**config.mk**
```make
export PLATFORM = sky130hd
export DESIGN_NAME = pattern_sequencer_flat
export DESIGN_NICKNAME = d
export VERILOG_FILES = /design/src/rtl/pattern_pkg.sv /design/src/rtl/pattern_sequencer_if.sv /design/src/rtl/pattern_sequencer_btn_edge.sv /design/src/rtl/pattern_sequencer.sv /design/src/flat_wrapper.sv
export SDC_FILE = /design/constraint.sdc
export NUM_CORES = 1
export LEC_CHECK = 0
export ABC_CLOCK_PERIOD_IN_PS = 2300
export CORE_ASPECT_RATIO = 1.1
export CORE_UTILIZATION = 35
export DETAILED_ROUTE_END_ITERATION = 10
export HOLD_SLACK_MARGIN = 0.06
export PLACE_DENSITY = 0.69
export SLEW_MARGIN = 15
export SYNTH_ARGS = -nofsm -noshare
export SYNTH_HDL_FRONTEND = slang
export SYNTH_SLANG_ARGS = --single-unit
```
**constraint.sdc**
```tcl
create_clock -name clk -period 2.3 [get_ports clk]
set_clock_uncertainty 0.1 [all_clocks]
set_input_delay 0.46 -clock clk [delete_from_list [all_inputs] [get_ports clk]]
set_output_delay 0.46 -clock clk [all_outputs]
set_load 0.005 [all_outputs]
```
**src/rtl/pattern_pkg.sv**
```systemverilog
// Shared types and constants for the pattern sequencer slice: FSM states,
// video timing constants and the per-channel brightness clamp.
package pattern_pkg;

    typedef enum logic [1:0] {
        SHOW     = 2'd0,
        FADE_OUT = 2'd1,
        SWITCH   = 2'd2,
        FADE_IN  = 2'd3
    } state_t;

    localparam int          H_ACTIVE   = 640;
    localparam int          V_ACTIVE   = 480;
    localparam int          RGB_W      = 6;
    localparam logic [1:0]  LEVEL_MAX  = 2'd3;
    localparam logic [2:0]  STEP_RESET = 3'd1;

    function automatic logic [1:0] clamp2(input logic [1:0] chan, input logic [1:0] level);
        return (chan < level) ? chan : level;
    endfunction

    // Fading is a per-channel ceiling rather than a scale, so level 3 is an exact pass-through.
    function automatic logic [RGB_W-1:0] dim_rgb(input logic [RGB_W-1:0] pix, input logic [1:0] level);
        return {clamp2(pix[5:4], level), clamp2(pix[3:2], level), clamp2(pix[1:0], level)};
    endfunction

endpackage

```
**src/rtl/pattern_sequencer_if.sv**
```systemverilog
// Video-side bundle between the scan timing / generators and the sequencer.
interface pattern_sequencer_if;
    import pattern_pkg::*;

    logic [9:0]           x;
    logic [9:0]           y;
    logic [4*RGB_W-1:0]   pat_rgb;
    logic                 next_frame;
    logic [2:0]           step_size;
    logic [1:0]           pattern_sel;
    logic [RGB_W-1:0]     rgb;

    modport master (
        output x, y, pat_rgb,
        input  next_frame, step_size, pattern_sel, rgb
    );

    modport slave (
        input  x, y, pat_rgb,
        output next_frame, step_size, pattern_sel, rgb
    );

endinterface

```
**src/rtl/pattern_sequencer_btn_edge.sv**
```systemverilog
// Button conditioner: two-flop synchroniser followed by a registered rising-edge pulse.
module btn_edge (
    input  logic clk,
    input  logic rst,
    input  logic btn,
    output logic pulse
);

    logic sync1;
    logic sync2;
    logic sync_prev;

    // The pulse lands three clocks after the raw edge; holding the button yields one pulse.
    always_ff @(posedge clk) begin
        if (rst) begin
            sync1     <= 1'b0;
            sync2     <= 1'b0;
            sync_prev <= 1'b0;
            pulse     <= 1'b0;
        end else begin
            sync1     <= btn;
            sync2     <= sync1;
            sync_prev <= sync2;
            pulse     <= sync2 & ~sync_prev;
        end
    end

endmodule

```
**src/rtl/pattern_sequencer.sv**
```systemverilog
// Pattern sequencer top: frame tick, speed control, pattern select and fade FSM.
// Define AUTO_CYCLE_EN to enable the dwell-expiry auto-advance out of SHOW.
module pattern_sequencer
    import pattern_pkg::*;
#(
    parameter int DWELL_FRAMES     = 300,
    parameter int FADE_STEP_FRAMES = 4,
    parameter int NUM_PATTERNS     = 4
) (
    input  logic                clk,
    input  logic                rst,
    input  logic                btn_next,
    input  logic                btn_speed,
    pattern_sequencer_if.slave  vid
);

    localparam int               SUB_W    = (FADE_STEP_FRAMES > 1) ? $clog2(FADE_STEP_FRAMES) : 1;
    localparam logic [SUB_W-1:0] SUB_LAST = SUB_W'(FADE_STEP_FRAMES - 1);
    localparam logic [1:0]       SEL_LAST = 2'(NUM_PATTERNS - 1);

    logic             next_pulse;
    logic             speed_pulse;
    logic             frame_start;
    logic             frame_start_q;
    logic             next_frame_q;
    logic [2:0]       step_q;
    logic [1:0]       level;
    logic [1:0]       pattern_sel_q;
    logic [SUB_W-1:0] sub_cnt;
    logic [RGB_W-1:0] rgb_q;
    logic             fade_step;
    logic             dwell_expire;
    state_t           state;
    state_t           next_state;

    logic sub_en;
    logic level_dn;
    logic level_up;
    logic sel_adv;

    btn_edge u_btn_next (
        .clk   (clk),
        .rst   (rst),
        .btn   (btn_next),
        .pulse (next_pulse)
    );

    btn_edge u_btn_speed (
        .clk   (clk),
        .rst   (rst),
        .btn   (btn_speed),
        .pulse (speed_pulse)
    );

    // Edge-detect the frame-start pixel so a stalled scan position cannot produce repeat ticks.
    assign frame_start = (vid.x == 10'd0) && (vid.y == 10'(V_ACTIVE));

    always_ff @(posedge clk) begin
        if (rst) begin
            frame_start_q <= 1'b0;
            next_frame_q  <= 1'b0;
        end else begin
            frame_start_q <= frame_start;
            next_frame_q  <= frame_start & ~frame_start_q;
        end
    end

    always_ff @(posedge clk) begin
        if (rst) begin
            step_q <= STEP_RESET;
        end else if (speed_pulse) begin
            step_q <= (step_q == 3'd7) ? 3'd1 : step_q + 3'd1;
        end
    end

    assign fade_step = next_frame_q && (sub_cnt == SUB_LAST);

`ifdef AUTO_CYCLE_EN
    localparam int                DWELL_W    = (DWELL_FRAMES > 1) ? $clog2(DWELL_FRAMES) : 1;
    localparam logic [DWELL_W-1:0] DWELL_LAST = DWELL_W'(DWELL_FRAMES - 1);

    logic [DWELL_W-1:0] dwell_cnt;
    logic               dwell_en;
    logic               dwell_clr;

    assign dwell_expire = next_frame_q && (dwell_cnt == DWELL_LAST);

    always_ff @(posedge clk) begin
        if (rst) begin
            dwell_cnt <= '0;
        end else if (dwell_clr) begin
            dwell_cnt <= '0;
        end else if (dwell_en) begin
            dwell_cnt <= dwell_cnt + 1'b1;
        end
    end
`else
    assign dwell_expire = 1'b0;
`endif

    always_ff @(posedge clk) begin
        if (rst) begin
            state <= SHOW;
        end else begin
            state <= next_state;
        end
    end

    // A button press and a dwell expiry in the same cycle still give just one FADE_OUT entry.
    always_comb begin
        next_state = state;
        case (state)
            SHOW:     if (next_pulse || dwell_expire)            next_state = FADE_OUT;
            FADE_OUT: if (fade_step && (level == 2'd1))          next_state = SWITCH;
            SWITCH:                                              next_state = FADE_IN;
            FADE_IN:  if (fade_step && (level == LEVEL_MAX - 2'd1)) next_state = SHOW;
            default:                                             next_state = SHOW;
        endcase
    end

    always_comb begin
        sub_en   = 1'b0;
        level_dn = 1'b0;
        level_up = 1'b0;
        sel_adv  = 1'b0;
`ifdef AUTO_CYCLE_EN
        dwell_en  = 1'b0;
        dwell_clr = 1'b0;
`endif
        case (state)
            SHOW: begin
`ifdef AUTO_CYCLE_EN
                dwell_en  = next_frame_q;
                dwell_clr = (next_state != SHOW);
`endif
            end
            FADE_OUT: begin
                sub_en   = next_frame_q;
                level_dn = fade_step;
            end
            SWITCH: begin
                sel_adv = 1'b1;
            end
            FADE_IN: begin
                sub_en   = next_frame_q;
                level_up = fade_step;
            end
            default: begin
                sub_en = 1'b0;
            end
        endcase
    end

    // Sub-count wraps to zero on every brightness step, so each fade phase starts from zero.
    always_ff @(posedge clk) begin
        if (rst) begin
            sub_cnt       <= '0;
            level         <= LEVEL_MAX;
            pattern_sel_q <= 2'd0;
        end else begin
            if (sub_en) begin
                sub_cnt <= (sub_cnt == SUB_LAST) ? '0 : sub_cnt + 1'b1;
            end
            if (level_dn) begin
                level <= level - 2'd1;
            end else if (level_up) begin
                level <= level + 2'd1;
            end
            if (sel_adv) begin
                pattern_sel_q <= (pattern_sel_q == SEL_LAST) ? 2'd0 : pattern_sel_q + 2'd1;
            end
        end
    end

    always_ff @(posedge clk) begin
        if (rst) begin
            rgb_q <= '0;
        end else begin
            rgb_q <= dim_rgb(vid.pat_rgb[pattern_sel_q*RGB_W +: RGB_W], level);
        end
    end

    assign vid.next_frame  = next_frame_q;
    assign vid.step_size   = step_q;
    assign vid.pattern_sel = pattern_sel_q;
    assign vid.rgb         = rgb_q;

endmodule

```
**src/flat_wrapper.sv**
```systemverilog
// flat-port wrapper written by rule: the top's interface ports become plain ports
module pattern_sequencer_flat import pattern_pkg::*;
#(
    parameter int DWELL_FRAMES     = 300,
    parameter int FADE_STEP_FRAMES = 4,
    parameter int NUM_PATTERNS     = 4
)
  (clk, rst, btn_next, btn_speed, vid_x, vid_y, vid_pat_rgb, vid_next_frame, vid_step_size, vid_pattern_sel, vid_rgb);
  pattern_sequencer_if vid_i ();
  input  logic clk;
  input  logic rst;
  input  logic btn_next;
  input  logic btn_speed;
  input wire logic [$bits(vid_i.x)-1:0] vid_x;
  input wire logic [$bits(vid_i.y)-1:0] vid_y;
  input wire logic [$bits(vid_i.pat_rgb)-1:0] vid_pat_rgb;
  output wire logic [$bits(vid_i.next_frame)-1:0] vid_next_frame;
  output wire logic [$bits(vid_i.step_size)-1:0] vid_step_size;
  output wire logic [$bits(vid_i.pattern_sel)-1:0] vid_pattern_sel;
  output wire logic [$bits(vid_i.rgb)-1:0] vid_rgb;
  assign vid_i.x = vid_x;
  assign vid_i.y = vid_y;
  assign vid_i.pat_rgb = vid_pat_rgb;
  assign vid_next_frame = vid_i.next_frame;
  assign vid_step_size = vid_i.step_size;
  assign vid_pattern_sel = vid_i.pattern_sel;
  assign vid_rgb = vid_i.rgb;
  pattern_sequencer #(.DWELL_FRAMES(DWELL_FRAMES), .FADE_STEP_FRAMES(FADE_STEP_FRAMES), .NUM_PATTERNS(NUM_PATTERNS)) u_core (.clk(clk), .rst(rst), .btn_next(btn_next), .btn_speed(btn_speed), .vid(vid_i));
endmodule
```
; Word-level counts from Yosys, hierarchy flattened
; Index checks and enable logic that the tools add are counted.
[word_totals]
register_bits = 27
latchBits = 0
mem_bits_rw = 0
rom_bits = 0
wordCells = 69
memories = 0
[classes]
n_addsub = 5
n_mul = 1
n_div = 0
magnitude_cmp = 3
eq_ne = 12
shift = 1
muxes = 16
n_bitwise = 6
reduce_logical = 9
[ops]
columns = cell, count
row1 = $shiftx 24x6->6, 1
row2 = $mux 2, 10
row3 = $eq 10x9->1 const B, 1
row4 = $eq 2x2->1 const B, 5
row5 = $logic_not 10->1, 1
row6 = $pmux 2 s4, 1
row7 = $add 2x1->2 const B, 3
row8 = $lt 2x2->1, 3
row9 = $eq 2x1->1 const B, 2
row10 = $logic_and 1x1->1, 4
row11 = $mul 2x2->4 const B, 1
row12 = $mux 1, 4
row13 = $ne 2x1->1 const B, 2
row14 = $add 3x1->3 const B, 1
row15 = $and 1x1->1, 3
row16 = $eq 3x3->1 const B, 1
row17 = $mux 3, 1
row18 = $not 1->1, 3
row19 = $reduce_and 3->1, 1
row20 = $logic_not 2->1, 1
row21 = $ne 2x2->1 const B, 1
row22 = $reduce_bool 2->1, 1
row23 = $reduce_or 2->1, 1
row24 = $sub 2x1->2 const B, 1

; Longest topological paths before layout
[depth]
ltp_word = 5
depth_mapped = 6

; By module
; A second synthesis with hierarchy kept.
[unflattened]
hier_cells = 122
hier_area_um2 = 1367.6
[modules_own_cells]
columns = mod, instances, cells_each, area_each_um2
row1 = pattern_sequencer, 1, 106, 1144.8
row2 = btn_edge, 2, 8, 111.4

; Least setup slack after synthesis
; Ideal clock, no wire load.
[synth_timing]
path_kind = register to register
from = register u_core.pattern_sel_q[0] (netlist: u_core.vid.pattern_sel[0])
to = register u_core.rgb_q[0] (netlist: u_core.vid.rgb[0])
setup_time_ns = 0.078
arrival_ns = 1.622
required_ns = 2.122
slack_ns = 0.500
stages_incl_launch_ff = 7
period_less_slack_ns = 1.800
path_cell_list = dfxtp_1 buf_2 mux4_2 ha_1 nor2_1 nor2_1 nor3_1
[synth_between]
elab_chain_cells = 4
[synth_lines]
columns = item, line
row1 = from (decl), pattern_sequencer.sv:28  ; logic [1:0] pattern_sel_q;
row2 = from (signal assigned), pattern_sequencer.sv:170  ; pattern_sel_q <= (pattern_sel_q == SEL_LAST) ? 2'd0 : pattern_sel_q + 2'd1;
row3 = $mul 2x2->4 (*), pattern_sequencer.sv:179  ; rgb_q <= dim_rgb(vid.pat_rgb[pattern_sel_q*RGB_W +: RGB_W], level);
row4 = $shiftx 24x6->6 (*), pattern_sequencer.sv:179
row5 = $lt 2x2->1, pattern_pkg.sv:19  ; return (chan < level) ? chan : level;
row6 = $mux 2 (*), pattern_pkg.sv:19
row7 = to (signal assigned), pattern_sequencer.sv:179
row8 = to (decl), pattern_sequencer.sv:30  ; logic [RGB_W-1:0] rgb_q;
; Every way passes the cells marked *; elsewhere a longest branch is shown, timed or not.
; A chain may end at the register's enable or synchronous reset.

; Worst setup path in the final report
[layout_timing]
from = register u_core.pattern_sel_q[0] (netlist: u_core.vid.pattern_sel[0])
to = output vid_pattern_sel[0]
[layout_rtl]
columns = item, line
row1 = to (decl), flat_wrapper.sv:19  ; output wire logic [$bits(vid_i.pattern_sel)-1:0] vid_pattern_sel;
; No word-level cell between the ends.

==> flow_metrics.py <==
metrics = {
    "power": {
        "p_leak_nw": 0.8160,
        "pwr-share-comb": 0.255,
        "p_int_uw": 784.2,
        "pwr-share-clk": 0.249,
        "peakVddDrop_uv": 350.1,
        "power.total_mw": 1.042,
        "switching_power_uw": 257.4,
        "p_sw_frac": 0.2471,
        "pwr-share-seq": 0.495,
        "p_per_area_nw_per_um2": 516.1,
    },
    "sta": {
        "tightest_slew_ns": 0.4082,
        "setup_tns_ns": 0,
        "finalMaxSlewViolations": 0,
        "fmax_mhz": 474.7,
        "min_period_over_period": 0.9159,
        "timing.hold.ws_ns": 0.2850,
        "max-slew-margin-rel": 0.7275,
        "finalHoldViolCount": 0,
        "period_needed_ns": 2.106,
        "setup-violations-final": 0,
        "rsz0062_at_grt": "false",
    },
    "min_path": {
        "whs_endpoint": "u_core.u_btn_speed.pulse",
        "hp-class": "reg -> reg",
        "hold_depth": 1,
        "min-delay-start": "u_core.u_btn_speed.sync_prev",
    },
    "worst_setup_path": {
        "rr_endpoint": "u_core.vid.rgb[0]",
        "required_ns": 1.74,
        "ff2ff_path_depth": 5,
        "cp.arrival_ns": 1.55,
        "cp-start-kind": "register",
        "endpoint_kind": "primary output",
        "worstPathMaxFanout": 7,
        "r2r_setup_slack_ns": 0.38,
        "regToRegStartpoint": "u_core.vid.pattern_sel[0]",
        "criticalPathCategory": "reg -> out",
    },
    "synth": {
        "yosysWarningCount": 0,
        "seq_area_frac_synth": 0.4095,
        "syn_avg_cell_area_um2": 10.23,
        "synth_cells": 129,
        "synthesis.area_um2": 1320,
        "yosysUniqueCellTypes": 29,
        "synth_nets": 193,
        "ys_ff_latch": 27,
    },
    "final_layout": {
        "fin_cells": 240,
        "drive_gt1_frac": 0.06842,
        "final_cell_mix": "59 x clkdlybuf4s50_1, 27 x dfxtp_1, 19 x nor2_1, 16 x ha_1, 14 x nor2b_1",
        "layout_commonest_cell": "clkdlybuf4s50_1",
        "synthToLayoutAreaGrowth_pct": 52.89,
        "nets": 255,
        "antennaDiodeCount": 0,
        "nFillCells": 345,
        "final_util": 0.5566,
    },
    "cts": {
        "cts.sinks": 27,
        "cts.repair.resized": 0,
        "hold_buffers": 0,
        "cts_tree": "built",
        "post-cts-setup-buffers": 0,
        "path_clk_slew_ns": 0.09,
        "htreeDepth": 1,
        "worstSkewPairLatency_ns": 0.26,
        "cts_root_buf": "clkbuf_8",
        "cts_inserted_buffers": 3,
        "cts_buffer_depth": 2,
    },
    "grt": {
        "grt-ovfl-total": 0,
        "grt.total_usage": 0.1637,
        "grt_pass1_vias": 1181,
        "grt_start_max_net_pins": 25,
        "grt_pass1_wl_um": 4905,
        "antenna_found_initial": 0,
    },
    "placed_design": {
        "gp_congestion": 0.7563,
        "post-place-cells": 236,
        "port_buffers": 59,
        "dpl.hpwl_um": 2455,
    },
    "floorplanning": {
        "die_y_um": 66.41,
        "initial_core_util": 0.3640,
        "die_w_um": 60.56,
        "fp-row-count": 23,
        "io_pins": 60,
        "core_um2": 3626,
        "die_area_um2": 4021,
    },
    "drt": {
        "wl_per_cell_um": 12.09,
        "wl_um": 2902,
        "drc": 0,
        "firstDrtPassIters": 4,
        "ant_nets": 0,
        "drtIter0Drc": 22,
        "vias_per_cell": 4.625,
        "num_vias": 1110,
    },
    "outcome": {
        "status": "finished clean",
    },
    "job": {
        "cap_violations": 0,
    },
}
[synthesized netlist by cell type]
master    number  area (µm²)
dfxtp_1       27       540.5
nor2_1        19       71.32
ha_1          16       200.2
nor2b_1       14       87.58
mux4_2         6       135.1
a21oi_1        5       25.02
inv_1          5       18.77
nor3_1         5       25.02
mux2i_1        4       40.04
clkbuf_1       3       11.26
nand2b_1       3       18.77
nor4_1         3       18.77
nand2_1        2       7.510
nand3_1        2       10.01
a22oi_1        1       7.510
and2_1         1       6.260
and2b_1        1       7.510
and4_1         1       8.760
buf_2          1       5.000
nand3b_1       1       7.510
nand4b_1       1       8.760
nor3_2         1       10.01
o21a_1         1       7.510
o21ai_1        1       5.000
o22ai_1        1       6.260
o31ai_1        1       7.510
or2_1          1       6.260
or4_1          1       7.510
xnor2_1        1       8.760
[registers in the layout, summed over array words and instances, names as in the netlist, 2 cells and up]
register	flops
u_core.vid.rgb	6
u_core.level	2
u_core.sub_cnt	2
u_core.state	2
u_core.vid.pattern_sel	2
u_core.vid.step_size	3
[cells by family after synthesis]
family | Yosys count | synth area share
adder cells (fa/ha/maj) | 16 | 0.1517
multiplexers | 10 | 0.1327
buffers and inverters | 9 | 0.02654
AND/OR/NAND/NOR | 56 | 0.2285
XOR/XNOR | 1 | 0.006636
flip-flops | 27 | 0.4095
AO/OA/AOI/OAI | 10 | 0.04455
[metal layers]
layer,wire length (µm),track usage
met4,45,0.06818
met1,1094,0.1611
met2,1722,0.3132
met5,0,0
met3,40,0.04110
[metrics by stage]
step | area (µm²) | worst slack [ns]
2_1_floorplan | 1320 | 0.5004
3_3_place_gp | 1972 | 0.2059
3_5_place_dp | 1972 | 0.1646
4_1_cts | 2018 | 0.1512
5_1_grt | 2018 | 0.06200
6_report | 2018 | 0.1935
[worst max-delay path, stage by stage, from the launching register on]
cell and delay [ns]:
dfxtp_1 0.58, buf_4 0.21, clkdlybuf4s50_1 0.49
[cell type report]
class	count	area (µm²)	area share
multi-input cells	93	744.5	0.3689
well taps	50	62.56	0.03100
inverters	5	18.77	0.009299
repair buffers	61	605.6	0.3001
clock inverters	1	5.005	0.002480
flip-flops and latches	27	540.5	0.2678
clock buffers	3	41.29	0.02046
[power groups by stage]
stage | logic (mW) | registers (mW) | clock network [mW]
2_1_floorplan | 0.137 | 0.521 | 0
3_3_place_gp | 0.251 | 0.526 | 0
3_5_place_dp | 0.269 | 0.528 | 0
4_1_cts | 0.271 | 0.517 | 0.274
5_1_grt | 0.298 | 0.521 | 0.301
6_report | 0.266 | 0.516 | 0.260
[worst max-delay path by stage]
stage | startpoint | to | slack [ns] | cells after the start
after global placement | vid_pat_rgb[21] | u_core.vid.rgb[2] | 0.21 | 6
after global routing | u_core.vid.pattern_sel[0] | vid_pattern_sel[0] | 0.06 | 2
after CTS | u_core.vid.pattern_sel[0] | vid_pattern_sel[0] | 0.15 | 2
final | u_core.vid.pattern_sel[0] | vid_pattern_sel[0] | 0.19 | 2
after detailed placement | vid_pat_rgb[13] | u_core.vid.rgb[0] | 0.16 | 6
after floorplan | u_core.vid.pattern_sel[0] | u_core.vid.rgb[0] | 0.50 | 6
No activity file was read; power rests on OpenSTA's default activity.
==> variant, RTL diff (same flow settings) <==
Re-encode `state_t` (4 states) as Gray code, 2 bits wide.
--- a/src/rtl/pattern_pkg.sv
+++ b/src/rtl/pattern_pkg.sv
@@ -3,10 +3,10 @@
 package pattern_pkg;
 
     typedef enum logic [1:0] {
-        SHOW     = 2'd0,
-        FADE_OUT = 2'd1,
-        SWITCH   = 2'd2,
-        FADE_IN  = 2'd3
+        SHOW     = 2'b00,
+        FADE_OUT = 2'b01,
+        SWITCH   = 2'b11,
+        FADE_IN  = 2'b10
     } state_t;
 
     localparam int          H_ACTIVE   = 640;
Formal check against the unedited RTL: same outputs for any inputs over 10 cycles, from zero or initial values and one cycle with rst high; not proved beyond that.
==> variant against the unedited design <==
First-iteration DRC count fell by 32%; largest power group unchanged; highest routed layer unchanged; sequential cell count did not move; combinational power fell by 21%; sequential share of layout area fell by 0.54 points; maximum frequency rose by 7.9%; setup slack improved by 0.15 ns; via count rose by 3.9%; design area rose by 2.0%; power fell by 6.9%; largest cell class unchanged; wire length rose by 3.3%; core utilization rose by 0.25 points; synthesized area rose by 3.0%.
==> variant: results <==
[final_layout]
multi_input_comb_cells = 95
layout.nonclk_buf_frac = 0.298
clock_cell_area_share = 0.0225
drive_gt1_frac = 0.0777
nNonClkBuffers = 62
final-seq-area_sq_um = 541
layout.filler_cells = 370
total_area_of_multi_input_combinational_cells_sq_um = 778
finalNetCount = 259

[global_routing]
grt_util_met1 = 0.174
gr-usage-met3 = 0.0307
grt_max_degree = 16
grt_pass1_wl_um = 4760
total_global_route_track_usage = 0.156
first_global_vias = 1163

[setup_path]
r2r_end = "u_core.vid.rgb[2]$_SDFF_PP0_"
wp_data_arrival_ns = 1.39
setup.reg_to_reg.worst_slack_ns = 0.43
crit_path_top_delay_cell = "sky130_fd_sc_hd__clkdlybuf4s50_1"

[power_and_ir_drop]
power.ir.vdd_worst_uv = 235
leakagePower_nw = 0.814

[timing]
tightest_slew_ns = 0.363
post-route-period-util = 0.849
fin_worst_hold_slack_ns = 0.287

[logic_synthesis]
synth.yosys.seq_area_share = 0.397
synth.top_cells.by_count = "27 x sky130_fd_sc_hd__dfxtp_1, 20 x sky130_fd_sc_hd__nor2_1, 17 x sky130_fd_sc_hd__ha_1"
synth_adder_area_share = 0.156
post_synth_xor_area_fraction = 0.00644
netlist_top_cells_area = "sky130_fd_sc_hd__dfxtp_1 40%, sky130_fd_sc_hd__ha_1 16%, sky130_fd_sc_hd__mux4_2 9.9%"
netlist-cell-type-count = 28
synth_compound_gate_area_share = 0.0497

[hold_path]
holdCritPathClass = "flip-flop to flip-flop"
min_delay_path_depth = 1

[cts]
root_buffer = "sky130_fd_sc_hd__clkbuf_8"

[detailed_routing]
wl_met1_um = 1150
first_iter_violations = 15
detailroute.wirelength.met3_um = 152
met2WireLength_um = 1660
wl_per_cell_um = 12.3

[placed_design]
placed_area_sq_um = 2010
place_congestion = 0.704
detailed_place_hpwl_um = 2590
detailedPlace.worstSlack_ns = 0.197

[outcome]
outcome = "completed"
## variant: cell count changes after synthesis, moves of 2 or more
cell,delta
sky130_fd_sc_hd__a21oi_1,-2
sky130_fd_sc_hd__nand2_1,+2
sky130_fd_sc_hd__o211ai_1,+2
sky130_fd_sc_hd__o21bai_1,+2
## variant: worst reg2reg max path, stage by stage (launching register included)
cell and delay, ns:
sky130_fd_sc_hd__dfxtp_1 0.55, sky130_fd_sc_hd__mux4_2 0.58, sky130_fd_sc_hd__ha_1 0.29, sky130_fd_sc_hd__nor2_1 0.11, sky130_fd_sc_hd__nor2_1 0.05, sky130_fd_sc_hd__nor3_1 0.12
## variant: stage by stage
stage,utilization,instances
3_3_place_gp,0.547,239
6_report,0.559,243
2_1_floorplan,-,132
5_1_grt,0.559,243
3_5_place_dp,0.547,239
4_1_cts,0.559,243
## variant: report_power, final
group	internal (mW)	switching [mW]	total [mW]
clock	0.121	0.140	0.261
combinational	0.137	0.0722	0.209
sequential	0.487	0.0131	0.500
total	0.745	0.225	0.970
